--- config.mk ---
export PLATFORM = sky130hd
export DESIGN_NAME = quant_scheduler
export DESIGN_NICKNAME = d
export VERILOG_FILES = /design/src/rtl/quant_pkg.sv /design/src/rtl/quant_core.sv /design/src/rtl/quant_scheduler.sv
export SDC_FILE = /design/constraint.sdc
export NUM_CORES = 1
export LEC_CHECK = 0
export CORE_UTILIZATION = 45
export DETAILED_ROUTE_END_ITERATION = 10
export GPL_TIMING_DRIVEN = 0
export MAX_ROUTING_LAYER = met4
export PLACE_DENSITY = 0.68
export SYNTH_ARGS = -nofsm -noshare
export SYNTH_HDL_FRONTEND = slang
export SYNTH_HIERARCHICAL = 1
export SYNTH_SLANG_ARGS = --single-unit
--- constraint.sdc ---
create_clock -name clk -period 13.2 [get_ports clk]
set_input_delay 2.64 -clock clk [delete_from_list [all_inputs] [get_ports clk]]
set_output_delay 2.64 -clock clk [all_outputs]
set_load 0.01 [all_outputs]
--- src/rtl/quant_pkg.sv ---
// quant_pkg: requantization constants and scheduler FSM state type
package quant_pkg;
  localparam longint Q = 2014687024;
  localparam int SHIFT = 31;
  localparam int EXPONENT = 8;
  localparam int MASK = 255;
  typedef enum logic [1:0] {IDLE, ISSUE, WAIT, HOLD} state_t;
endpackage

--- src/rtl/quant_core.sv ---
// quant_core: LAT-stage requantization pipeline; QUANT_SATURATE_EN clamps the result to [-256, 255]
module quant_core
  import quant_pkg::*;
#(
  parameter int LAT = 4
) (
  input  logic              clk,
  input  logic              rst,
  input  logic              in_valid,
  input  logic signed [63:0] in_data,
  output logic              out_valid,
  output logic signed [8:0] out_data
);
  logic signed [95:0] prod, x, y;
  logic [7:0] rem, thr;
  logic rnd;
  logic signed [8:0] q;
  logic [LAT-1:0] vld;
  logic signed [8:0] dat [LAT];
  // scale, round half away from zero on the dropped byte, then narrow to 9 bits
  always_comb begin
    prod = 96'(in_data) * 96'(Q);
    x = prod >>> SHIFT;
    rem = 8'(x & 96'(MASK));
    thr = 8'd127 + {7'd0, x[95]};
    rnd = rem > thr;
    y = (x >>> EXPONENT) + $signed({95'd0, rnd});
`ifdef QUANT_SATURATE_EN
    q = y > 96'sd255 ? 9'h0ff : y < -96'sd256 ? 9'h100 : 9'(y);
`else
    q = 9'(y);
`endif
  end
  // carry the result and its valid flag through the remaining delay stages
  always_ff @(posedge clk or negedge rst)
    if (!rst) begin
      vld <= '0;
      for (int i = 0; i < LAT; i++) dat[i] <= '0;
    end else begin
      vld[0] <= in_valid;
      dat[0] <= q;
      for (int i = 1; i < LAT; i++) begin
        vld[i] <= vld[i-1];
        dat[i] <= dat[i-1];
      end
    end
  assign out_valid = vld[LAT-1];
  assign out_data = dat[LAT-1];
endmodule

--- src/rtl/quant_scheduler.sv ---
// quant_scheduler: round-robin sharing of one requantization engine; QUANT_SATURATE_EN selects clamped output
module quant_scheduler
  import quant_pkg::*;
#(
  parameter int N_REQ = 4,
  parameter int LAT = 4,
  localparam int IW = N_REQ > 1 ? $clog2(N_REQ) : 1,
  localparam int CW = LAT > 1 ? $clog2(LAT) : 1
) (
  input  logic                 clk,
  input  logic                 rst,
  input  logic [N_REQ-1:0]     req_valid,
  input  logic [64*N_REQ-1:0]  req_data,
  output logic [N_REQ-1:0]     req_ready,
  output logic                 out_valid,
  output logic signed [8:0]    out_data,
  output logic [IW-1:0]        out_id,
  input  logic                 out_ready
);
  state_t state, nxt;
  logic [IW-1:0] ptr, grant, pick;
  logic found;
  logic [CW-1:0] cnt;
  logic core_valid;
  logic signed [8:0] core_data;
  // first valid requester at or after the round-robin pointer
  always_comb begin
    pick = ptr;
    found = 1'b0;
    for (int i = 0; i < N_REQ; i++)
      if (!found && req_valid[(int'(ptr) + i) % N_REQ]) begin
        found = 1'b1;
        pick = IW'((int'(ptr) + i) % N_REQ);
      end
  end
  // next state and handshake outputs
  always_comb begin
    nxt = state;
    req_ready = '0;
    out_valid = 1'b0;
    unique case (state)
      IDLE: nxt = found ? ISSUE : IDLE;
      ISSUE: begin
        nxt = WAIT;
        req_ready = N_REQ'(1) << grant;
      end
      WAIT: nxt = cnt == CW'(LAT-1) ? HOLD : WAIT;
      HOLD: begin
        nxt = out_ready ? IDLE : HOLD;
        out_valid = 1'b1;
      end
      default: nxt = IDLE;
    endcase
  end
  // state, grant bookkeeping, latency counter and held result
  always_ff @(posedge clk or negedge rst)
    if (!rst) begin
      state <= IDLE;
      ptr <= '0;
      grant <= '0;
      cnt <= '0;
      out_data <= '0;
      out_id <= '0;
    end else begin
      state <= nxt;
      if (state == IDLE && found) begin
        grant <= pick;
        ptr <= pick == IW'(N_REQ-1) ? '0 : pick + 1'b1;
      end
      cnt <= state == WAIT ? cnt + 1'b1 : '0;
      if (core_valid) begin
        out_data <= core_data;
        out_id <= grant;
      end
    end
  quant_core #(.LAT(LAT)) core (
    .clk(clk),
    .rst(rst),
    .in_valid(state == ISSUE),
    .in_data($signed(req_data[64*int'(grant) +: 64])),
    .out_valid(core_valid),
    .out_data(core_data)
  );
endmodule

==> results of run 1 <==
[per-stage QoR]
stage	hold WS [ns]	std cells	instance area, um^2	utilization, %
2_1_floorplan	0.331	3142	32900	-
3_3_place_gp	0.331	4370	36900	51.2
3_5_place_dp	0.335	4372	36900	51.3
4_1_cts	0.342	4388	37200	51.8
5_1_grt	0.349	4391	37300	51.8
6_report	0.343	4391	37300	51.8
[layout by cell type, fill, tap and decap left out, drive strengths merged, types with 38 or more instances in the layout]
cell / n
dfrtp: 59
ha: 495
xor2: 38
xnor2: 48
o21ai: 47
mux4: 64
a21oi: 69
nand2: 59
fa: 795
clkdlybuf4s50: 277
inv: 1212
[registers in the layout, summed over array words and instances, names as in the netlist]
signal	count
core/dat	27
core/out_data	9
out_data	9
core/vld	4
cnt	2
grant	2
out_id	2
ptr	2
state	2
[kinds of logic after synthesis]
| family | share of synthesized area (%) |
|---|---|
| buf+inv | 14.5 |
| xor+xnor | 2.33 |
| compound gates | 3.80 |
| mux | 4.85 |
| simple gates | 2.79 |
| fa+ha+maj | 67.2 |
| flops | 4.49 |
[worst max path at each step]
stage	start	endpoint	slack, ns	cells after the start
detailed placement	req_data[154]	core/dat[35]$_DFF_PN0_	0.14	33
global placement	req_data[154]	core/dat[35]$_DFF_PN0_	0.17	33
CTS	req_data[154]	core/dat[35]$_DFF_PN0_	0.40	33
global route	req_data[154]	core/dat[35]$_DFF_PN0_	0.06	33
finish	req_data[29]	core/dat[35]$_DFF_PN0_	0.53	33
floorplan	req_data[212]	core/dat[35]$_DFF_PN0_	2.41	33
[worst reg2reg max path: cells and delay by family, from the launching register on]
| kind | cells | cell delay, ns |
|---|---|---|
| xor+xnor | 1 | 0.14 |
| buf+inv | 9 | 1.69 |
| simple gates | 8 | 1.87 |
| flops | 1 | 0.33 |
| compound gates | 6 | 1.76 |
| mux | 1 | 0.66 |
| fa+ha+maj | 11 | 4.79 |
[cells in the mapped netlist (all sizes together) (3+ instances only)]
cell type / instances / area, um^2
nand2b: 4 / 25.0
nor3b: 3 / 22.5
a21boi: 8 / 60.1
dfrtp: 59 / 1480
mux2i: 3 / 30.0
and3b: 3 / 26.3
inv: 1212 / 4550
nor2: 23 / 88.8
mux4: 64 / 1440
mux2: 11 / 124
a21oi: 69 / 345
nor2b: 3 / 18.8
o211ai: 4 / 30.0
a21o: 27 / 203
nand4: 19 / 119
o21bai: 3 / 22.5
nand2: 59 / 229
fa: 795 / 15900
and2: 15 / 95.1
buf: 24 / 159
or2: 8 / 50.1
clkbuf: 15 / 76.3
a221oi: 3 / 26.3
and4: 3 / 26.3
a211oi: 13 / 97.6
o21ai: 47 / 235
o21a: 4 / 30.0
nor3: 12 / 60.1
a31oi: 7 / 43.8
xnor2: 48 / 428
nand3b: 5 / 37.5
ha: 495 / 6190
nand3: 12 / 60.1
xor2: 38 / 340
[metal layers]
metal / wire length, um / up-vias
li1: - / 9850
met1: 35900 / 10886
met2: 39600 / 679
met3: 7540 / 89
met4: 1990 / 0
met5: 0 / -
[repair_timing]
item                       CTS  global route
hold buffers                 0             0
setup endpoints to repair    0             6
resized for setup            0             1
[final cells by class]
class / count / area, um^2 / share of cell area [%]
Clock inverter: 7 / 116 / 0.312
Buffer: 39 / 238 / 0.638
Timing Repair Buffer: 280 / 2810 / 7.55
Sequential cell: 59 / 1480 / 3.96
Inverter: 1212 / 4550 / 12.2
Tap cell: 950 / 1190 / 3.19
Multi-Input combinational cell: 1832 / 26600 / 71.5
Antenna cell: 3 / 7.51 / 0.0201
Clock buffer: 9 / 225 / 0.604
==> flow_metrics.py, run 1 <==
metrics = {
    "placed_design": {
        "hpwl_mm": 76.5,
        "gpl.final_weighted_congestion": 1.00,
        "buffer_ports.inserted": 278,
        "place_ws_ns": 0.143,
    },
    "worst_setup_path": {
        "cp_common_cell": "sky130_fd_sc_hd__ha_1",
        "cp.required_ns": 13.40,
        "worstReg2RegEnd": "core/dat[35]$_DFF_PN0_",
        "crit_path_start_kind": "input pin",
        "rrSetupSlack_ns": 1.89,
        "timing.critical_path.arrival_ns": 12.87,
        "crit_path_end_kind": "flip-flop",
        "slowest_delay_ns": 0.78,
        "crit_buf_inv": 4,
        "critical_path_peak_fanout": 9,
        "cp_max_delay_cell": "sky130_fd_sc_hd__mux4_2",
        "crit_type": "in -> reg",
        "ff_to_ff_path_depth": 36,
        "critical-path-top-delay-family": "adder cells",
        "crit-reg2reg-launch": "grant[1]$_DFFE_PN0P_",
    },
    "final_layout": {
        "area_growth_pct": 13.2,
        "final_layout_size_suffix_gt1_share_pct": 4.04,
        "num-nets-final": 4986,
        "fillers": 6448,
    },
    "sta": {
        "rsz0062_at_grt": "false",
        "fin_crit_sh_pct": 96.0,
        "final.setup.worst_slack_ns": 0.534,
        "setup_tns_after_final_layout_ns": 0,
        "slew-limit-headroom_pct": 9.84,
        "setup_viol": 0,
        "post-route-min-period_ns": 12.67,
        "timing.final.max_slew_violations": 0,
        "finalClockSkew_ns": 0.00538,
        "tightestPinTransition_ns": 1.35,
        "fmax_mhz": 79.0,
        "finalHoldViolCount": 0,
    },
    "grt": {
        "groute.layer.met3.usage_pct": 6.63,
        "pin_count_of_the_biggest_net_entering_global_routing": 34,
        "via_count_of_the_first_global_routing_pass": 23705,
        "grt.total_usage_pct": 24.7,
        "globalRoute.totalOverflow": 0,
        "global_route.usage.met2_pct": 39.2,
        "grtUsageMet1_pct": 31.6,
        "grt_pass1_wl_mm": 133,
        "grt.busiest_layer": "met2",
        "antenna_violations_before_repair": 3,
    },
    "synth": {
        "seq_cells_post_synth": 59,
        "async_reset_ff_share_pct": 100,
        "synth.yosys.warnings": 6,
        "synth.lib_cells_used.distinct": 64,
        "postSynth.topFlopCell": "sky130_fd_sc_hd__dfrtp_1",
        "synth_area_um2": 32900,
        "sequential_cell_area_fraction_in_the_yosys_report_pct": 4.49,
        "synth-edff-count": 0,
        "synth_cells": 3142,
        "syn_avg_cell_area_um2": 10.5,
        "syn-num-nets": 4695,
    },
    "floorplan": {
        "die_y_um": 272,
        "core_um2": 72000,
        "std_cell_rows": 98,
        "die_area_um2": 74200,
        "ios": 279,
        "start_util_pct": 45.7,
        "die-width_um": 272,
    },
    "outcome": {
        "outcome": "complete, no violations",
    },
    "clock_tree": {
        "tritoncts": "built",
        "clock_tree.buffer_depth": 2,
        "clock_latency_ns": 0.32,
        "worst_setup_hold_path_clk_slew_ns": 0.05,
        "cts_made_buffers": 9,
        "root_buffer": "sky130_fd_sc_hd__clkbuf_16",
        "cts_setup_buffers": 0,
        "tritoncts_num_sinks": 59,
        "cts_max_level": 3,
    },
    "run": {
        "max_cap_violations": 0,
    },
    "worst_hold_path": {
        "hold_path_end": "core/out_data[8]$_DFF_PN0_",
        "worstHoldPathType": "reg -> reg",
        "worstHoldStart": "core/dat[17]$_DFF_PN0_",
        "hold_path_depth": 0,
    },
    "route": {
        "post_drt_via_cell_ratio": 4.90,
        "routed_wirelength_mm": 85.0,
        "detailedRoute.firstIterationViolations": 1111,
        "route.vias.total": 21504,
        "wl_per_cell_um": 19.4,
        "route.antenna.remaining_nets": 0,
        "drt-pass1-iter-count": 5,
        "drcViolationCount": 0,
    },
}
Power of run 1 is not shown: default switching activity piles up to over one toggle a cycle in this logic, so the estimate is an artifact.
==> inputs of run 2 (changes only) <==
- CAP_MARGIN: default -> 5
- CTS_CLUSTER_DIAMETER: default -> 80
==> run 2 against run 1 <==
Effect of this change: count of clock-buffer cells in the layout stayed put; die area stayed put; wire length is 0.22% lower; non-clock buffer count is 1 higher; highest routed layer unchanged; critical path depth is 2 higher; sequential share of layout area hardly changed; critical endpoint unchanged; first-iteration DRC count is 8.2% lower; core utilization hardly changed; final area hardly changed; maximum frequency is 0.64% higher.
==> flow_metrics.py, run 2 (synthesized netlist as in run 1, its figures left out) <==
metrics = {
    "final_layout": {
        "reg.largest.list": "core/dat (27), core/out_data (9), out_data (9)",
        "regMostFlops": "core/dat",
        "largest_register_ffs": 27,
        "fin_area_um2": 37300,
        "area_growth_pct": 13.3,
        "highest_count_cells_in_the_layout_ignoring_fill_and_taps": "1211 x sky130_fd_sc_hd__inv_1, 795 x sky130_fd_sc_hd__fa_1, 495 x sky130_fd_sc_hd__ha_1, 277 x sky130_fd_sc_hd__clkdlybuf4s50_1, 69 x sky130_fd_sc_hd__a21oi_1",
        "register_area_um2": 1480,
        "num-nets-final": 4987,
        "layout.cells.most_common": "sky130_fd_sc_hd__inv_1",
        "fillers": 6445,
        "final-instance-count-excl-fill": 4394,
        "area_of_the_multi_input_gates_um2": 26600,
        "final_layout_size_suffix_gt1_share_pct": 4.07,
    },
    "worst_setup_path": {
        "slowest_delay_ns": 0.80,
        "crit_path_start_kind": "input pin",
        "ff_to_ff_path_depth": 36,
        "crit_type": "in -> reg",
        "cp.required_ns": 13.40,
        "crit_path_end_kind": "flip-flop",
        "crit_buf_inv": 8,
        "critical_path_peak_fanout": 9,
        "cp_max_delay_cell": "sky130_fd_sc_hd__mux4_2",
        "timing.critical_path.arrival_ns": 12.79,
        "critical_path_depth": 35,
        "critical-path-top-delay-family": "adder cells",
    },
    "clock_tree": {
        "tritoncts_num_sinks": 59,
        "worst_setup_hold_path_clk_slew_ns": 0.05,
        "root_buffer": "sky130_fd_sc_hd__clkbuf_16",
        "cts_max_level": 3,
        "holdBufCountCts": 0,
        "clock_latency_ns": 0.32,
        "tritoncts": "built",
        "clock_tree.buffer_depth": 2,
        "cts_made_buffers": 9,
    },
    "route": {
        "detailedRoute.firstIterationViolations": 1020,
        "drcViolationCount": 0,
        "route.vias.total": 21467,
        "route.antenna.remaining_nets": 0,
        "post_drt_via_cell_ratio": 4.89,
        "drt-pass1-iter-count": 5,
        "routed_wirelength_mm": 84.9,
        "wl_per_cell_um": 19.3,
    },
    "floorplan": {
        "core_um2": 72000,
        "die-width_um": 272,
        "start_util_pct": 45.7,
        "ios": 279,
        "die_y_um": 272,
        "die_area_um2": 74200,
        "std_cell_rows": 98,
    },
    "sta": {
        "post-route-min-period_ns": 12.59,
        "slew-limit-headroom_pct": 17.5,
        "setup_viol": 0,
        "fmax_mhz": 79.5,
        "setup_tns_after_final_layout_ns": 0,
        "timing.final.max_slew_violations": 0,
        "finalClockSkew_ns": 0.00566,
        "fin_crit_sh_pct": 95.3,
        "finalHoldViolCount": 0,
        "tightestPinTransition_ns": 1.24,
        "rsz0062_at_grt": "false",
    },
    "worst_hold_path": {
        "worstHoldPathType": "reg -> reg",
        "hold_path_depth": 0,
    },
    "grt": {
        "pin_count_of_the_biggest_net_entering_global_routing": 34,
        "globalRoute.totalOverflow": 0,
        "antenna_violations_before_repair": 4,
        "grt_pass1_wl_mm": 132,
        "grt.total_usage_pct": 24.6,
        "via_count_of_the_first_global_routing_pass": 23591,
    },
    "placed_design": {
        "gpl.final_weighted_congestion": 1.00,
        "postPlaceCellArea_um2": 36900,
        "number_of_instances_in_the_placed_design": 4372,
        "hpwl_mm": 76.5,
        "buffer_ports.inserted": 278,
    },
    "run": {
        "max_cap_violations": 0,
    },
    "outcome": {
        "outcome": "complete, no violations",
    },
}
run 2: worst register-to-register path: cells and delay by family (launching register included):
kind	cells	cell delay (ns)
AO/OA/AOI/OAI	6	1.70
flip-flops	1	0.33
XOR/XNOR	1	0.14
buffers and inverters	9	1.60
AND/OR/NAND/NOR	8	1.84
multiplexers	1	0.66
adder cells (fa/ha/maj)	11	4.77
run 2: final timing paths:
path                                        start                         end  slack, ns
setup / recovery                     req_data[33]      core/dat[35]$_DFF_PN0_       0.61
hold / removal             core/dat[14]$_DFF_PN0_  core/out_data[5]$_DFF_PN0_       0.34
setup reg to reg             grant[1]$_DFFE_PN0P_      core/dat[35]$_DFF_PN0_       2.04
hold reg to reg            core/dat[14]$_DFF_PN0_  core/out_data[5]$_DFF_PN0_       0.34
max in group asynchronous                     rst     out_data[0]$_DFFE_PN0P_      10.29
min in group asynchronous                     rst          state[0]$_DFF_PN0_       2.33
run 2: layer usage:
layer	wire length [um]	share of wire, %	up-vias	track usage [%]
li1	-	-	9861	-
met1	35600	42	10845	31.7
met2	39800	47	674	39.1
met3	7720	9.1	87	6.36
met4	1720	2.0	0	5.09
met5	0	0	-	-
run 2: timing repair:
action / CTS / global route
setup endpoints to repair: 0 / 5
hold endpoints to repair: 0 / 0
buffers inserted: 0 / 0
resized for setup: 0 / 1
run 2: stage by stage:
stage | util [%] | setup slack, ns | hold slack, ns
after floorplan | - | 2.41 | 0.331
after global placement | 51.2 | 0.175 | 0.331
after detailed placement | 51.3 | 0.136 | 0.335
after CTS | 51.8 | 0.422 | 0.343
after global routing | 51.8 | 0.00468 | 0.347
final | 51.8 | 0.615 | 0.344
run 2: layout make-up:
cell class                 count  area share (%)
timing repair buffer         281            7.58
tap                          950            3.19
clock inverter                 7           0.312
sequential                    59            3.96
inverter                    1212            12.2
multi-input combinational   1832            71.5
buffer                        39           0.638
antenna                        5          0.0336
clock buffer                   9           0.604
Power of run 2 is left out for the same reason.
